===== src/rtl/instr_mem_port_arb_if.sv =====
// Bundle between the instruction-memory arbiter, its two requesters and the RAM/ROM wrapper.
// Handshake: a request is accepted on any cycle where req and gnt are both high; its rvalid follows exactly one cycle later.
interface instr_mem_port_arb_if #(
    parameter int ADDR_WIDTH = 16,
    parameter int DATA_WIDTH = 32
);
    localparam int BE_WIDTH = DATA_WIDTH / 8;

    logic                  core_req_i;
    logic [31:0]           core_addr_i;
    logic                  core_gnt_o;
    logic                  core_rvalid_o;
    logic [DATA_WIDTH-1:0] core_rdata_o;

    logic                  ld_req_i;
    logic                  ld_we_i;
    logic [31:0]           ld_addr_i;
    logic [DATA_WIDTH-1:0] ld_wdata_i;
    logic [BE_WIDTH-1:0]   ld_be_i;
    logic                  ld_gnt_o;
    logic                  ld_rvalid_o;
    logic [DATA_WIDTH-1:0] ld_rdata_o;
    logic                  ld_lock_i;
    logic [15:0]           ld_word_cnt_o;

    logic                  mem_en_o;
    logic [ADDR_WIDTH-1:0] mem_addr_o;
    logic [DATA_WIDTH-1:0] mem_wdata_o;
    logic                  mem_we_o;
    logic [BE_WIDTH-1:0]   mem_be_o;
    logic [DATA_WIDTH-1:0] mem_rdata_i;

    logic [1:0]            owner_dbg_o;

    modport slave (
        input  core_req_i, core_addr_i,
        output core_gnt_o, core_rvalid_o, core_rdata_o,
        input  ld_req_i, ld_we_i, ld_addr_i, ld_wdata_i, ld_be_i, ld_lock_i,
        output ld_gnt_o, ld_rvalid_o, ld_rdata_o, ld_word_cnt_o,
        output mem_en_o, mem_addr_o, mem_wdata_o, mem_we_o, mem_be_o,
        input  mem_rdata_i,
        output owner_dbg_o
    );

    modport master (
        output core_req_i, core_addr_i,
        input  core_gnt_o, core_rvalid_o, core_rdata_o,
        output ld_req_i, ld_we_i, ld_addr_i, ld_wdata_i, ld_be_i, ld_lock_i,
        input  ld_gnt_o, ld_rvalid_o, ld_rdata_o, ld_word_cnt_o,
        input  mem_en_o, mem_addr_o, mem_wdata_o, mem_we_o, mem_be_o,
        output mem_rdata_i,
        input  owner_dbg_o
    );
endinterface


===== src/rtl/instr_mem_port_arb.sv =====
// Merges core instruction fetch and program-loader traffic onto one 1-cycle-latency memory port,
// with a starvation guard for the core and a load-lock mode that counts loader writes.
module instr_mem_port_arb #(
    parameter int ADDR_WIDTH = 16,
    parameter int DATA_WIDTH = 32,
    parameter int STARVE_MAX = 4
) (
    input logic                 clk,
    input logic                 rst_n,
    instr_mem_port_arb_if.slave bus
);
    localparam int SW = $clog2(STARVE_MAX + 1);
    localparam logic [SW-1:0] STARVE_LIM = SW'(STARVE_MAX);

    typedef enum logic [1:0] {
        OWN_NONE = 2'd0,
        OWN_CORE = 2'd1,
        OWN_LD   = 2'd2
    } owner_e;

    owner_e        owner_q, owner_d;
    logic [SW-1:0] starve_q, starve_d;
    logic          lock_q, lock_d;
    logic [15:0]   word_cnt_q, word_cnt_d;

    logic core_ok, core_turn, core_gnt, ld_gnt;
    logic unused_addr_bits;

    // Grants are gated by rst_n so every output reads 0 while reset is held.
    always_comb begin
        core_ok   = rst_n & bus.core_req_i & ~bus.ld_lock_i;
        core_turn = core_ok & (starve_q == STARVE_LIM);
        ld_gnt    = rst_n & bus.ld_req_i & ~core_turn;
        core_gnt  = core_ok & ~ld_gnt;
    end

    always_comb begin
        bus.mem_addr_o  = '0;
        bus.mem_wdata_o = '0;
        bus.mem_we_o    = 1'b0;
        bus.mem_be_o    = '0;
        if (ld_gnt) begin
            bus.mem_addr_o  = bus.ld_addr_i[ADDR_WIDTH-1:0];
            bus.mem_wdata_o = bus.ld_wdata_i;
            bus.mem_we_o    = bus.ld_we_i;
            bus.mem_be_o    = bus.ld_be_i;
        end else if (core_gnt) begin
            bus.mem_addr_o = bus.core_addr_i[ADDR_WIDTH-1:0];
            bus.mem_be_o   = '1;
        end
    end

    always_comb begin
        owner_d    = OWN_NONE;
        starve_d   = starve_q;
        lock_d     = bus.ld_lock_i;
        word_cnt_d = word_cnt_q;

        if (ld_gnt) begin
            owner_d = OWN_LD;
        end else if (core_gnt) begin
            owner_d = OWN_CORE;
        end

        // Only loader wins taken while the core is actually waiting count toward starvation.
        if (!bus.core_req_i || core_gnt) begin
            starve_d = '0;
        end else if (ld_gnt && core_ok && (starve_q != STARVE_LIM)) begin
            starve_d = starve_q + SW'(1);
        end

        if (bus.ld_lock_i && !lock_q) begin
            word_cnt_d = '0;
        end else if (ld_gnt && bus.ld_we_i) begin
            word_cnt_d = word_cnt_q + 16'd1;
        end
    end

    always_ff @(posedge clk or negedge rst_n) begin
        if (!rst_n) begin
            owner_q    <= OWN_NONE;
            starve_q   <= '0;
            lock_q     <= 1'b0;
            word_cnt_q <= '0;
        end else begin
            owner_q    <= owner_d;
            starve_q   <= starve_d;
            lock_q     <= lock_d;
            word_cnt_q <= word_cnt_d;
        end
    end

    assign bus.core_gnt_o    = core_gnt;
    assign bus.ld_gnt_o      = ld_gnt;
    assign bus.mem_en_o      = core_gnt | ld_gnt;
    assign bus.core_rvalid_o = (owner_q == OWN_CORE);
    assign bus.ld_rvalid_o   = (owner_q == OWN_LD);
    assign bus.core_rdata_o  = (owner_q == OWN_CORE) ? bus.mem_rdata_i : '0;
    assign bus.ld_rdata_o    = (owner_q == OWN_LD) ? bus.mem_rdata_i : '0;
    assign bus.ld_word_cnt_o = word_cnt_q;
    assign bus.owner_dbg_o   = owner_q;

    // Address bits above the memory window are deliberately ignored.
    assign unused_addr_bits = ^{bus.core_addr_i[31:ADDR_WIDTH], bus.ld_addr_i[31:ADDR_WIDTH]};
endmodule


===== src/flat_wrapper.sv =====
// flat-port wrapper written by rule: the top's interface ports become plain ports
module instr_mem_port_arb_flat 
#(
    parameter int ADDR_WIDTH = 16,
    parameter int DATA_WIDTH = 32,
    parameter int STARVE_MAX = 4
)
  (clk, rst_n, bus_core_req_i, bus_core_addr_i, bus_core_gnt_o, bus_core_rvalid_o, bus_core_rdata_o, bus_ld_req_i, bus_ld_we_i, bus_ld_addr_i, bus_ld_wdata_i, bus_ld_be_i, bus_ld_lock_i, bus_ld_gnt_o, bus_ld_rvalid_o, bus_ld_rdata_o, bus_ld_word_cnt_o, bus_mem_en_o, bus_mem_addr_o, bus_mem_wdata_o, bus_mem_we_o, bus_mem_be_o, bus_mem_rdata_i, bus_owner_dbg_o);
  instr_mem_port_arb_if #(.ADDR_WIDTH(ADDR_WIDTH), .DATA_WIDTH(DATA_WIDTH)) bus_i ();
  input logic clk;
  input logic rst_n;
  input wire logic [$bits(bus_i.core_req_i)-1:0] bus_core_req_i;
  input wire logic [$bits(bus_i.core_addr_i)-1:0] bus_core_addr_i;
  output wire logic [$bits(bus_i.core_gnt_o)-1:0] bus_core_gnt_o;
  output wire logic [$bits(bus_i.core_rvalid_o)-1:0] bus_core_rvalid_o;
  output wire logic [$bits(bus_i.core_rdata_o)-1:0] bus_core_rdata_o;
  input wire logic [$bits(bus_i.ld_req_i)-1:0] bus_ld_req_i;
  input wire logic [$bits(bus_i.ld_we_i)-1:0] bus_ld_we_i;
  input wire logic [$bits(bus_i.ld_addr_i)-1:0] bus_ld_addr_i;
  input wire logic [$bits(bus_i.ld_wdata_i)-1:0] bus_ld_wdata_i;
  input wire logic [$bits(bus_i.ld_be_i)-1:0] bus_ld_be_i;
  input wire logic [$bits(bus_i.ld_lock_i)-1:0] bus_ld_lock_i;
  output wire logic [$bits(bus_i.ld_gnt_o)-1:0] bus_ld_gnt_o;
  output wire logic [$bits(bus_i.ld_rvalid_o)-1:0] bus_ld_rvalid_o;
  output wire logic [$bits(bus_i.ld_rdata_o)-1:0] bus_ld_rdata_o;
  output wire logic [$bits(bus_i.ld_word_cnt_o)-1:0] bus_ld_word_cnt_o;
  output wire logic [$bits(bus_i.mem_en_o)-1:0] bus_mem_en_o;
  output wire logic [$bits(bus_i.mem_addr_o)-1:0] bus_mem_addr_o;
  output wire logic [$bits(bus_i.mem_wdata_o)-1:0] bus_mem_wdata_o;
  output wire logic [$bits(bus_i.mem_we_o)-1:0] bus_mem_we_o;
  output wire logic [$bits(bus_i.mem_be_o)-1:0] bus_mem_be_o;
  input wire logic [$bits(bus_i.mem_rdata_i)-1:0] bus_mem_rdata_i;
  output wire logic [$bits(bus_i.owner_dbg_o)-1:0] bus_owner_dbg_o;
  assign bus_i.core_req_i = bus_core_req_i;
  assign bus_i.core_addr_i = bus_core_addr_i;
  assign bus_core_gnt_o = bus_i.core_gnt_o;
  assign bus_core_rvalid_o = bus_i.core_rvalid_o;
  assign bus_core_rdata_o = bus_i.core_rdata_o;
  assign bus_i.ld_req_i = bus_ld_req_i;
  assign bus_i.ld_we_i = bus_ld_we_i;
  assign bus_i.ld_addr_i = bus_ld_addr_i;
  assign bus_i.ld_wdata_i = bus_ld_wdata_i;
  assign bus_i.ld_be_i = bus_ld_be_i;
  assign bus_i.ld_lock_i = bus_ld_lock_i;
  assign bus_ld_gnt_o = bus_i.ld_gnt_o;
  assign bus_ld_rvalid_o = bus_i.ld_rvalid_o;
  assign bus_ld_rdata_o = bus_i.ld_rdata_o;
  assign bus_ld_word_cnt_o = bus_i.ld_word_cnt_o;
  assign bus_mem_en_o = bus_i.mem_en_o;
  assign bus_mem_addr_o = bus_i.mem_addr_o;
  assign bus_mem_wdata_o = bus_i.mem_wdata_o;
  assign bus_mem_we_o = bus_i.mem_we_o;
  assign bus_mem_be_o = bus_i.mem_be_o;
  assign bus_i.mem_rdata_i = bus_mem_rdata_i;
  assign bus_owner_dbg_o = bus_i.owner_dbg_o;
  instr_mem_port_arb #(.ADDR_WIDTH(ADDR_WIDTH), .DATA_WIDTH(DATA_WIDTH), .STARVE_MAX(STARVE_MAX)) u_core (.clk(clk), .rst_n(rst_n), .bus(bus_i));
endmodule

===== config.mk =====
export PLATFORM = sky130hd
export DESIGN_NAME = instr_mem_port_arb_flat
export DESIGN_NICKNAME = d
export VERILOG_FILES = /design/src/rtl/instr_mem_port_arb_if.sv /design/src/rtl/instr_mem_port_arb.sv /design/src/flat_wrapper.sv
export SDC_FILE = /design/constraint.sdc
export NUM_CORES = 1
export LEC_CHECK = 0
export CAP_MARGIN = 20
export CORE_AREA = 5 5 105 107
export CTS_CLUSTER_SIZE = 40
export DETAILED_ROUTE_END_ITERATION = 8
export DIE_AREA = 0 0 110 112
export DONT_BUFFER_PORTS = 1
export SETUP_SLACK_MARGIN = 0.2
export SLEW_MARGIN = 20
export SYNTH_ARGS = -nofsm -noshare
export SYNTH_HDL_FRONTEND = slang
export SYNTH_SLANG_ARGS = --single-unit

===== constraint.sdc =====
create_clock -name clk -period 2.9 [get_ports clk]
set_clock_uncertainty 0.15 [all_clocks]
set_input_delay 0.58 -clock clk [delete_from_list [all_inputs] [get_ports clk]]
set_output_delay 0.58 -clock clk [all_outputs]
set_load 0.01 [all_outputs]

After elaboration in Yosys (flattened, before gate mapping)

Cells that the tools add are included.

Bits of input ports: 138
Bits in registers: 22

Bitwise operators: 10
Muxes and demuxes: 14
Equal/unequal tests: 4
Add/subtract/negate cells: 2
Reduce and logical (&&, ||, !) cells: 9

Operators by type and width:

| cell                  | number |
|---|---|
| $mux 32               | 3 |
| $mux 16               | 4 |
| $add 16x1->16 const B | 1 |
| $mux 4                | 2 |
| $and 1x1->1           | 6 |
| $mux 3                | 2 |
| $logic_and 1x1->1     | 4 |
| $reduce_bool 2->1     | 2 |
| $add 3x1->3 const B   | 1 |
| $eq 3x3->1 const B    | 1 |
| $ne 3x3->1 const B    | 1 |
| $not 1->1             | 3 |
| $eq 2x1->1 const B    | 1 |
| $eq 2x2->1 const B    | 1 |
| $logic_not 1->1       | 2 |
| $mux 1                | 2 |
| $mux 2                | 1 |
| $logic_or 1x1->1      | 1 |
| $or 1x1->1            | 1 |

Longest topological paths before layout

Gate-level depths: netlist of the first run.

Word-level depth: 9
Gate-level depth with buffers: 8
Mapped depth without buffers: 6

Worst setup path after synthesis of the first run

Ideal clock, no wire load.

Kind: input to output
Start: in bus_ld_lock_i
End: out bus_mem_addr_o[10]
Arrival: 1799 ps
Stages on the path: 6
Buffers on the path: 2
Required time: 2170 ps
Setup slack: 371 ps
Path through: and4b_1 -> buf_2 -> nor2_1 -> nor2_1 -> clkbuf_1 -> a22o_1

Cells in the longest elaborated chain, start to end: 9

RTL lines:

| item               | RTL line                 | source |
|---|---|---|
| from (decl)        | flat_wrapper.sv:22       | `input wire logic [$bits(bus_i.ld_lock_i)-1:0] bus_ld_lock_i;` |
| $not 1->1 *        | instr_mem_port_arb.sv:31 | `core_ok = rst_n & bus.core_req_i & ~bus.ld_lock_i;` |
| $and 1x1->1 *      | instr_mem_port_arb.sv:31 |  |
| $and 1x1->1        | instr_mem_port_arb.sv:32 | `core_turn = core_ok & (starve_q == STARVE_LIM);` |
| $not 1->1          | instr_mem_port_arb.sv:33 | `ld_gnt = rst_n & bus.ld_req_i & ~core_turn;` |
| $and 1x1->1        | instr_mem_port_arb.sv:33 |  |
| $not 1->1          | instr_mem_port_arb.sv:34 | `core_gnt = core_ok & ~ld_gnt;` |
| $and 1x1->1 *      | instr_mem_port_arb.sv:34 |  |
| via bus_core_gnt_o | flat_wrapper.sv:14       | `output wire logic [$bits(bus_i.core_gnt_o)-1:0] bus_core_gnt_o;` |
| $mux 16 *          | instr_mem_port_arb.sv:47 | `end else if (core_gnt) begin` |
| $mux 16 *          | instr_mem_port_arb.sv:42 | `if (ld_gnt) begin` |
| to (decl)          | flat_wrapper.sv:28       | `output wire logic [$bits(bus_i.mem_addr_o)-1:0] bus_mem_addr_o;` |

The timed path passes the listed nets; every way through them passes the cells marked *.

Final worst setup path of the first run

Start: reg u_core.starve_q[0]
End: out bus_mem_addr_o[15]

Cells in the longest elaborated chain, start to end: 8

RTL lines:

| item                   | RTL line                 | source |
|---|---|---|
| from (decl)            | instr_mem_port_arb.sv:22 | `logic [SW-1:0] starve_q, starve_d;` |
| from (signal assigned) | instr_mem_port_arb.sv:87 | `starve_q <= starve_d;` |
| $eq 3x3->1 *           | instr_mem_port_arb.sv:32 |  |
| $and 1x1->1 *          | instr_mem_port_arb.sv:32 |  |
| $not 1->1 *            | instr_mem_port_arb.sv:33 |  |
| $and 1x1->1 *          | instr_mem_port_arb.sv:33 |  |
| $not 1->1              | instr_mem_port_arb.sv:34 |  |
| $and 1x1->1            | instr_mem_port_arb.sv:34 |  |
| $mux 16                | instr_mem_port_arb.sv:47 |  |
| $mux 16 *              | instr_mem_port_arb.sv:42 |  |

Every way passes the cells marked *; elsewhere a longest branch is shown, timed or not.

==> results of run 1 <==
state kept, by name (all words and copies together), names as in the netlist:
name                      cells
u_core.bus.ld_word_cnt_o     16
u_core.bus.owner_dbg_o        2
u_core.lock_q                 1
u_core.starve_q               3
cells by family after synthesis:
| group | after synthesis | share of synthesized area |
|---|---|---|
| mux | 2 | 0.0109 |
| compound gates | 37 | 0.138 |
| flops | 22 | 0.282 |
| xor+xnor | 8 | 0.0359 |
| buf+inv | 23 | 0.0461 |
| fa+ha+maj | 3 | 0.0192 |
| simple gates | 154 | 0.468 |
layer usage:
layer	global-route usage	up-vias	share of wire
met1	0.120	846	0.35
met2	0.188	147	0.52
met5	0	-	0.0027
met4	0.0125	2	0.0048
met3	0.0301	4	0.13
li1	-	824	-
power by group through the flow:
stage | Clock, uW | Combinational [uW] | Sequential (uW)
final | 284 | 158 | 324
after global routing | 306 | 176 | 325
after CTS | 294 | 154 | 325
after detailed placement | 0 | 145 | 331
after global placement | 0 | 145 | 330
after floorplan | 0 | 122 | 328
cell type report:
type	count	area share
Multi-Input combinational cell	204	0.588
Timing Repair Buffer	11	0.0505
Antenna cell	2	0.00222
Sequential cell	22	0.244
Inverter	5	0.00832
Clock inverter	1	0.0133
Tap cell	136	0.0755
Clock buffer	3	0.0183
how the worst min path moves through the flow:
stage | to | slack, ns | cells past startpoint
4_1_cts | u_core.lock_q | 0.18 | 0
6_report | u_core.bus.ld_word_cnt_o[7] | 0.12 | 1
2_1_floorplan | u_core.bus.ld_word_cnt_o[0] | 0.13 | 0
5_1_grt | u_core.lock_q | 0.17 | 0
3_3_place_gp | u_core.bus.ld_word_cnt_o[1] | 0.13 | 0
3_5_place_dp | u_core.bus.ld_word_cnt_o[1] | 0.13 | 0
through the flow:
stage | std cells | util | hold slack, ns
after floorplan | 249 | - | 0.134
after global placement | 375 | 0.211 | 0.135
after detailed placement | 375 | 0.211 | 0.135
after CTS | 380 | 0.220 | 0.178
after global routing | 382 | 0.224 | 0.171
final | 384 | 0.224 | 0.122
worst max-delay path, delay by kind of cell (launching register included):
kind,cells,cell delay (ns)
adders and majority gates,1,0.14
AOI/OAI and AO/OA,1,0.24
buffers and inverters,2,0.31
and+or+nand+nor,3,0.48
DFF,1,0.40
synth_stat cells, drive strengths merged:
| cell | number |
|---|---|
| inv | 5 |
| nand4b | 1 |
| nor2 | 15 |
| and4b | 1 |
| mux2 | 1 |
| or3 | 5 |
| or4 | 2 |
| nand2b | 1 |
| o21a | 2 |
| buf | 5 |
| nor4 | 4 |
| a21o | 4 |
| xor2 | 1 |
| o21ai | 6 |
| mux2i | 1 |
| nor4b | 1 |
| dfrtp | 22 |
| a31o | 1 |
| clkbuf | 13 |
| nor2b | 4 |
| nand4 | 4 |
| and2 | 96 |
| a22o | 16 |
| nor3 | 3 |
| a21boi | 2 |
| and4 | 1 |
| and2b | 2 |
| ha | 3 |
| nand2 | 7 |
| xnor2 | 7 |
| a21oi | 6 |
| nand3 | 6 |
| nor3b | 1 |
repair_timing:
item,CTS,global route
hold endpoints to repair,22,0
buffers inserted,0,1
pin swaps,0,1
hold buffers,1,0
resized for setup,1,4
setup endpoints to repair,3,15
cloned,0,1
==> results.rst, run 1 <==
.. list-table::
   :header-rows: 1

   * - Metric
     - Value
   * - Status
     - finished, final reports clean
   * - Effective utilization at floorplan
     - 0.194
   * - Routed wire per std cell
     - around 20 um
   * - Stage delay of the slowest cell on the critical path
     - 0.40 ns
   * - Maximum number of pins on one net before global-route repair
     - 52
   * - Capturing element type of the critical path
     - primary output
   * - Via count of the first global-routing pass
     - around 1700
   * - Remaining Overflow, GRT
     - 0
   * - Number of H-tree levels
     - 1
   * - Commonest non-fill, non-tap cell in the layout
     - and2_1
   * - Crit path to
     - bus_mem_addr_o[15]
   * - Post-synth cell types
     - 34
   * - Number of sinks handled by clock tree synthesis
     - 22
   * - Library cell with the largest summed area after synthesis
     - and2_1
   * - Library cell contributing the largest single delay on the critical path
     - dfrtp_1
   * - Tightest Pin Transition
     - between 0.6 and 0.7 ns
   * - Half-perimeter wire length after detailed placement
     - about 6.3 mm
   * - Horiz. Die Dim
     - between 100 and 150 um
   * - Static leakage power
     - about 0.00094 uW
   * - Net Sw Power
     - ~210 uW
   * - Fin Setup TNS
     - 0 ns
   * - Global Route Usage Sum
     - 0.103
   * - Portion of the clock cycle consumed by the worst path in the final layout
     - 0.885
   * - Internal power of the cells
     - approximately 560 uW
   * - Fmax
     - between 0.3 and 0.4 GHz
   * - Length of the first detailed-routing pass in iterations
     - 4
   * - Peak VDD IR
     - roughly 0.18 mV
   * - Final Routed Wirelength
     - approximately 7.5 mm
   * - CP Cell Sequence
     - inv_1 -> ha_1 -> and4b_1 -> nor2_4 -> nor2_1 -> buf_6 -> a22o_1
   * - Switching part of the total power
     - 0.276
   * - Row Count
     - 37
   * - DR DRC count
     - 0
   * - Count of maximum capacitance violations
     - 0
   * - Unrepaired setup endpoints after global routing
     - true
   * - Clk Latency, worst-skew pair
     - approximately 0.26 ns
   * - Mapped Avg Cell Area
     - about 7.8 um^2
   * - Summed instance area of the synthesized netlist
     - ~0.002 mm^2
   * - Start point of the critical path
     - u_core.starve_q[0]
   * - Arrival @ worst endpoint
     - 1.84 ns
   * - Max Fanout on Critical Path
     - 21
   * - Number of nets produced by synthesis
     - 390
   * - Critical path type
     - flip-flop to primary output
   * - Placed Instance Area
     - around 0.0021 mm^2
   * - Final Wtd Congestion
     - around 0.77
   * - Buffers added on ports
     - 0
   * - Worst slew margin relative to its limit
     - 0.564
   * - Total design power
     - approximately 770 uW
   * - Total setup violations reported at the end of the flow
     - 0
   * - Final-report hold violation count
     - 0
   * - Number of design-rule violations left by the first detailed-router iteration
     - 98
   * - Number of instances in the synthesized netlist
     - roughly 250
   * - Worst setup slack for register-to-register paths
     - about 0.42 ns
   * - Vias
     - ~1800
   * - Number of antenna violations at the first check in global routing
     - 2
   * - Chip height
     - 112 um
   * - Worst hold path type
     - input pin to async pin
   * - CTS tree
     - done
   * - Launching element type of the critical path
     - flip-flop
   * - Commonest cells after routing, fill and taps aside
     - and2_1, dfrtp_1, a22o_1
   * - Clock Path Buffers
     - 2
   * - IO Count
     - approximately 280
   * - Area used by multi-input combinational logic
     - approximately 0.0013 mm^2
   * - Final instance area
     - about 0.0023 mm^2
   * - Ys Warns
     - 0
   * - Clk pwr share
     - 0.370
   * - Startpoint of the lowest-slack register-to-register path
     - u_core.starve_q[0]
   * - R2r worst-path depth
     - 7
   * - CTS Buf Count
     - 3
   * - Fraction of the yosys area taken by sequential cells
     - 0.282
   * - Via-to-Cell Ratio
     - around 4.7
   * - CP required
     - between 2 and 2.5 ns
   * - Final #Nets
     - 388
   * - Sequential cell area
     - roughly 550 um^2
   * - Worst setup slack after layout
     - roughly 0.33 ns
   * - Setup Slack @ Placement
     - 0.455 ns
   * - Register bit total from synthesis
     - 22
   * - Number of filler instances in the final layout
     - roughly 1100
   * - Max-slew violations
     - 0
   * - Proportion of power drawn by combinational gates
     - 0.207
   * - Area of the die
     - roughly 0.012 mm^2
   * - Clock edge transition at the registers on the reported setup and hold paths
     - approximately 0.080 ns
   * - First-pass GRT wire length
     - 9.89 mm
   * - Buffer type at the clock tree root
     - clkbuf_8
   * - Reg-to-reg critical path endpoint
     - u_core.bus.ld_word_cnt_o[15]
   * - Pwr/cell area
     - about 340 mW/mm^2
   * - Post-synth top area share
     - 0.307
   * - Dominant cells by area after synthesis
     - and2_1, dfrtp_1, a22o_1
   * - Core Box Area
     - roughly 0.01 mm^2
   * - Layout area overhead
     - 15.4%
   * - Share of power burned in registers
     - 0.423
   * - Fraction of layout instances using a drive strength above 1
     - 0.0813
   * - Final critical path time including I/O delays and setup
     - 2.57 ns
   * - Count of nets left with antenna violations after detail routing
     - 0
No activity file was read; power rests on OpenSTA's default activity.
==> run 2, diff against run 1 <==
--- a/config.mk
+++ b/config.mk
@@ -5,11 +5,12 @@
 export SDC_FILE = /design/constraint.sdc
 export NUM_CORES = 1
 export LEC_CHECK = 0
+export ABC_AREA = 1
 export CAP_MARGIN = 20
-export CORE_AREA = 5 5 105 107
+export CORE_AREA = 5 5 104 106
 export CTS_CLUSTER_SIZE = 40
 export DETAILED_ROUTE_END_ITERATION = 8
-export DIE_AREA = 0 0 110 112
+export DIE_AREA = 0 0 109 111
 export DONT_BUFFER_PORTS = 1
 export SETUP_SLACK_MARGIN = 0.2
 export SLEW_MARGIN = 20
==> run 2 against run 1 <==
Compared with the run above:
- count of clock-buffer cells in the layout grew 1
- critical endpoint is now bus_core_rdata_o[3]
- clock power shrank 23%
- largest cell class unchanged
- final cell count grew 40%
- hold slack gained 0.012 ns
- area after synthesis grew 9.8%
- largest power group unchanged
- sequential cell count is the same
- register-to-register slack gained 0.52 ns
- worst setup slack lost 0.030 ns
- critical path depth shrank 2
==> results.rst, run 2 <==
.. list-table::
   :header-rows: 1

   * - Metric
     - Value
   * - Setup Slack @ Placement
     - roughly 0.4 ns
   * - Count of maximum capacitance violations
     - 0
   * - Static leakage power
     - 0.00141 uW
   * - Multiplexer fraction of the synthesized cell area
     - 0
   * - Final Routed Wirelength
     - roughly 9.6 mm
   * - Effective utilization at floorplan
     - 0.221
   * - CTS Buf Count
     - 3
   * - Final critical path time including I/O delays and setup
     - ~2.6 ns
   * - Number of instances in the synthesized netlist
     - just over 400
   * - Flip-flop count of the largest register, all copies and words added
     - 16
   * - Launching element type of the critical path
     - flip-flop
   * - Commonest non-fill, non-tap cell in the layout
     - nor2_1
   * - Number of H-tree levels
     - 1
   * - Fraction of the yosys area taken by sequential cells
     - 0.257
   * - Summed instance area of the synthesized netlist
     - 0.00214 mm^2
   * - Commonest cells after routing, fill and taps aside
     - nor2_1, nand2_1, inv_1
   * - Number of filler instances in the final layout
     - 1096
   * - Worst setup slack for register-to-register paths
     - 0.94 ns
   * - Horiz. Die Dim
     - between 100 and 150 um
   * - Number of inserted diodes
     - 0
   * - Capturing element type of the critical path
     - primary output
   * - Status
     - finished, final reports clean
   * - Worst path depth
     - 5
   * - Combinational family with the most area after synthesis
     - simple AND/OR/NAND/NOR gates
   * - Worst slew margin relative to its limit
     - 0.659
   * - Core Box Area
     - between 0.009 and 0.01 mm^2
   * - Remaining Overflow, GRT
     - 0
   * - Final Wtd Congestion
     - ~0.88
   * - Fraction of layout instances using a drive strength above 1
     - 0.0546
   * - Length of the first detailed-routing pass in iterations
     - 5
   * - Count of nets left with antenna violations after detail routing
     - 0
   * - Post-synth cell types
     - 20
   * - Total setup violations reported at the end of the flow
     - 0
   * - Critical path type
     - flip-flop to primary output
   * - CP Cell Sequence
     - inv_1 -> nor2_1 -> buf_4 -> clkinvlp_4 -> nor2_1
   * - Number of antenna violations at the first check in global routing
     - 0
   * - Global Route Usage Sum
     - 0.137
   * - Arrival @ worst endpoint
     - between 1.5 and 2 ns
   * - Synth Flop Type
     - dfrtp_1
   * - Library cell with the largest summed area after synthesis
     - dfrtp_1
   * - Number of sinks handled by clock tree synthesis
     - 22
   * - Register bit total from synthesis
     - 22
   * - Half-perimeter wire length after detailed placement
     - around 8.2 mm
   * - Tightest Pin Transition
     - around 0.5 ns
   * - Area fraction in compound gates after synthesis
     - 0.0385
   * - Crit path to
     - bus_core_rdata_o[3]
   * - First-pass GRT wire length
     - 13.0 mm
   * - Most used cell, CP
     - nor2_1
   * - Number of nets produced by synthesis
     - 548
   * - Stage delay of the slowest cell on the critical path
     - around 0.43 ns
   * - Layout area overhead
     - 9.45%
   * - Startpoint of the lowest-slack register-to-register path
     - u_core.starve_q[0]
   * - Reg-to-reg critical path endpoint
     - u_core.bus.ld_word_cnt_o[8]
   * - Max Fanout on Critical Path
     - 32
   * - Share of flip-flops with an asynchronous set or reset
     - 1.00
   * - Clk Latency, worst-skew pair
     - roughly 0.26 ns
   * - Buffers plus inverters on the worst setup path
     - 3
   * - Area of the die
     - between 0.01 and 0.015 mm^2
   * - Library cell contributing the largest single delay on the critical path
     - dfrtp_1
   * - Via count of the first global-routing pass
     - between 2000 and 2500
   * - Maximum number of pins on one net before global-route repair
     - 34
   * - Unrepaired setup endpoints after global routing
     - true
   * - Worst hold path type
     - input pin to async pin
   * - Final #Nets
     - between 500 and 600
   * - Portion of the clock cycle consumed by the worst path in the final layout
     - 0.895
   * - Xor/xnor cell area share of the yosys netlist
     - 0.00817
   * - Peak VDD IR
     - approximately 0.21 mV
   * - Worst setup slack after layout
     - around 0.30 ns
   * - Buffer type at the clock tree root
     - clkbuf_8
   * - CTS tree
     - done
   * - Final-report hold violation count
     - 0
   * - Start point of the critical path
     - u_core.bus.owner_dbg_o[0]
   * - Chip height
     - 111 um
   * - Fmax
     - between 0.3 and 0.4 GHz
   * - Buffers added on ports
     - 0
   * - Number of flops mapped to enable cells by yosys
     - 0
   * - DR DRC count
     - 0
   * - Post-Synth Adder-Cell Area
     - 0.0175
   * - IO Count
     - 278
   * - Fin Setup TNS
     - 0 ns
   * - Max-slew violations
     - 0
   * - Vias
     - ~2500
   * - Top post-synthesis cells by count
     - nor2_1, nand2_1, inv_1
   * - Dominant cells by area after synthesis
     - dfrtp_1, nor2_1, nand2_1
   * - Mapped Avg Cell Area
     - ~5.3 um^2
   * - Routed wire per std cell
     - around 18 um
   * - Largest delay share family, worst path
     - buffers and inverters
   * - Clock Path Buffers
     - 2
   * - Number of design-rule violations left by the first detailed-router iteration
     - 204
   * - Via-to-Cell Ratio
     - between 4 and 5
   * - Clock edge transition at the registers on the reported setup and hold paths
     - roughly 0.080 ns
   * - Row Count
     - 36
   * - Most frequent cell after synthesis
     - nor2_1
   * - CP required
     - around 2.2 ns
   * - Ys Warns
     - 0
   * - Post-synth top area share
     - 0.257
   * - Pwr/cell area
     - around 310 mW/mm^2
   * - Basic-gate share of the synthesized area counting and, or, nand and nor cells
     - 0.486
   * - R2r worst-path depth
     - 11
[run 2: cell types whose count changed in the layout (fill, tap and decap cells not counted), sizes merged, moves of 3 or more]
| cell | before | now |
|---|---|---|
| nor4 | 4 | 0 |
| xnor2 | 7 | 0 |
| nor2 | 15 | 122 |
| nand3 | 6 | 19 |
| a21o | 4 | 0 |
| nor3 | 3 | 0 |
| nor2b | 4 | 0 |
| buf | 10 | 5 |
| and2 | 96 | 0 |
| a22o | 16 | 0 |
| inv | 5 | 88 |
| clkinvlp | 0 | 3 |
| nand2 | 7 | 114 |
| or3 | 5 | 0 |
[run 2: through the flow]
stage / total power (uW) / area, um^2 / cells / hold WS, ns / utilization
6_report: 734 / 2350 / 536 / 0.133 / 0.242
3_3_place_gp: 511 / 2270 / 530 / 0.135 / 0.234
2_1_floorplan: 473 / 2140 / 407 / 0.134 / -
3_5_place_dp: 513 / 2270 / 530 / 0.135 / 0.234
4_1_cts: 746 / 2340 / 535 / 0.184 / 0.241
5_1_grt: 780 / 2350 / 536 / 0.158 / 0.242
[run 2: what timing repair did]
action                     4_1_cts  5_1_grt
pin swaps                        0        0
buffers inserted                 0        0
cloned                           0        1
setup endpoints to repair       12       37
hold endpoints to repair        22        0
gates resized for setup          1        4
hold buffers                     1        0
[run 2: per-layer routing]
| layer | GRT usage | vias to the layer above | share of wire |
|---|---|---|---|
| li1 | - | 1160 | - |
| met2 | 0.254 | 143 | 0.52 |
| met5 | 0 | - | 0 |
| met4 | 0.0168 | 0 | 0.0028 |
| met3 | 0.0315 | 6 | 0.092 |
| met1 | 0.162 | 1165 | 0.39 |
[run 2: cell type report]
class	count	area [um^2]	share of cell area
Clock buffer	4	55.1	0.0235
Inverter	90	348	0.148
Multi-Input combinational cell	281	1180	0.505
Sequential cell	22	551	0.235
Tap cell	133	166	0.0709
Timing Repair Buffer	5	35.0	0.0149
Timing Repair inverter	1	7.51	0.00320
[run 2: logic make-up after synthesis]
group / Yosys count
AOI/OAI and AO/OA: 16
xor gates and xnor gates: 2
adders and majority gates: 3
buffers and inverters: 104
DFF: 22
and+or+nand+nor: 260
[run 2: report_power, final]
group	internal, uW	total (uW)	switching [uW]
clock	121	220	99.2
sequential	314	327	13.0
combinational	38.4	187	149
[run 2: how the worst min path moves through the flow]
stage,to,cells past startpoint
2_1_floorplan,u_core.bus.ld_word_cnt_o[0],0
3_3_place_gp,u_core.bus.ld_word_cnt_o[10],0
3_5_place_dp,u_core.bus.ld_word_cnt_o[13],0
4_1_cts,u_core.lock_q,0
5_1_grt,u_core.bus.ld_word_cnt_o[5],1
6_report,u_core.bus.ld_word_cnt_o[14],1
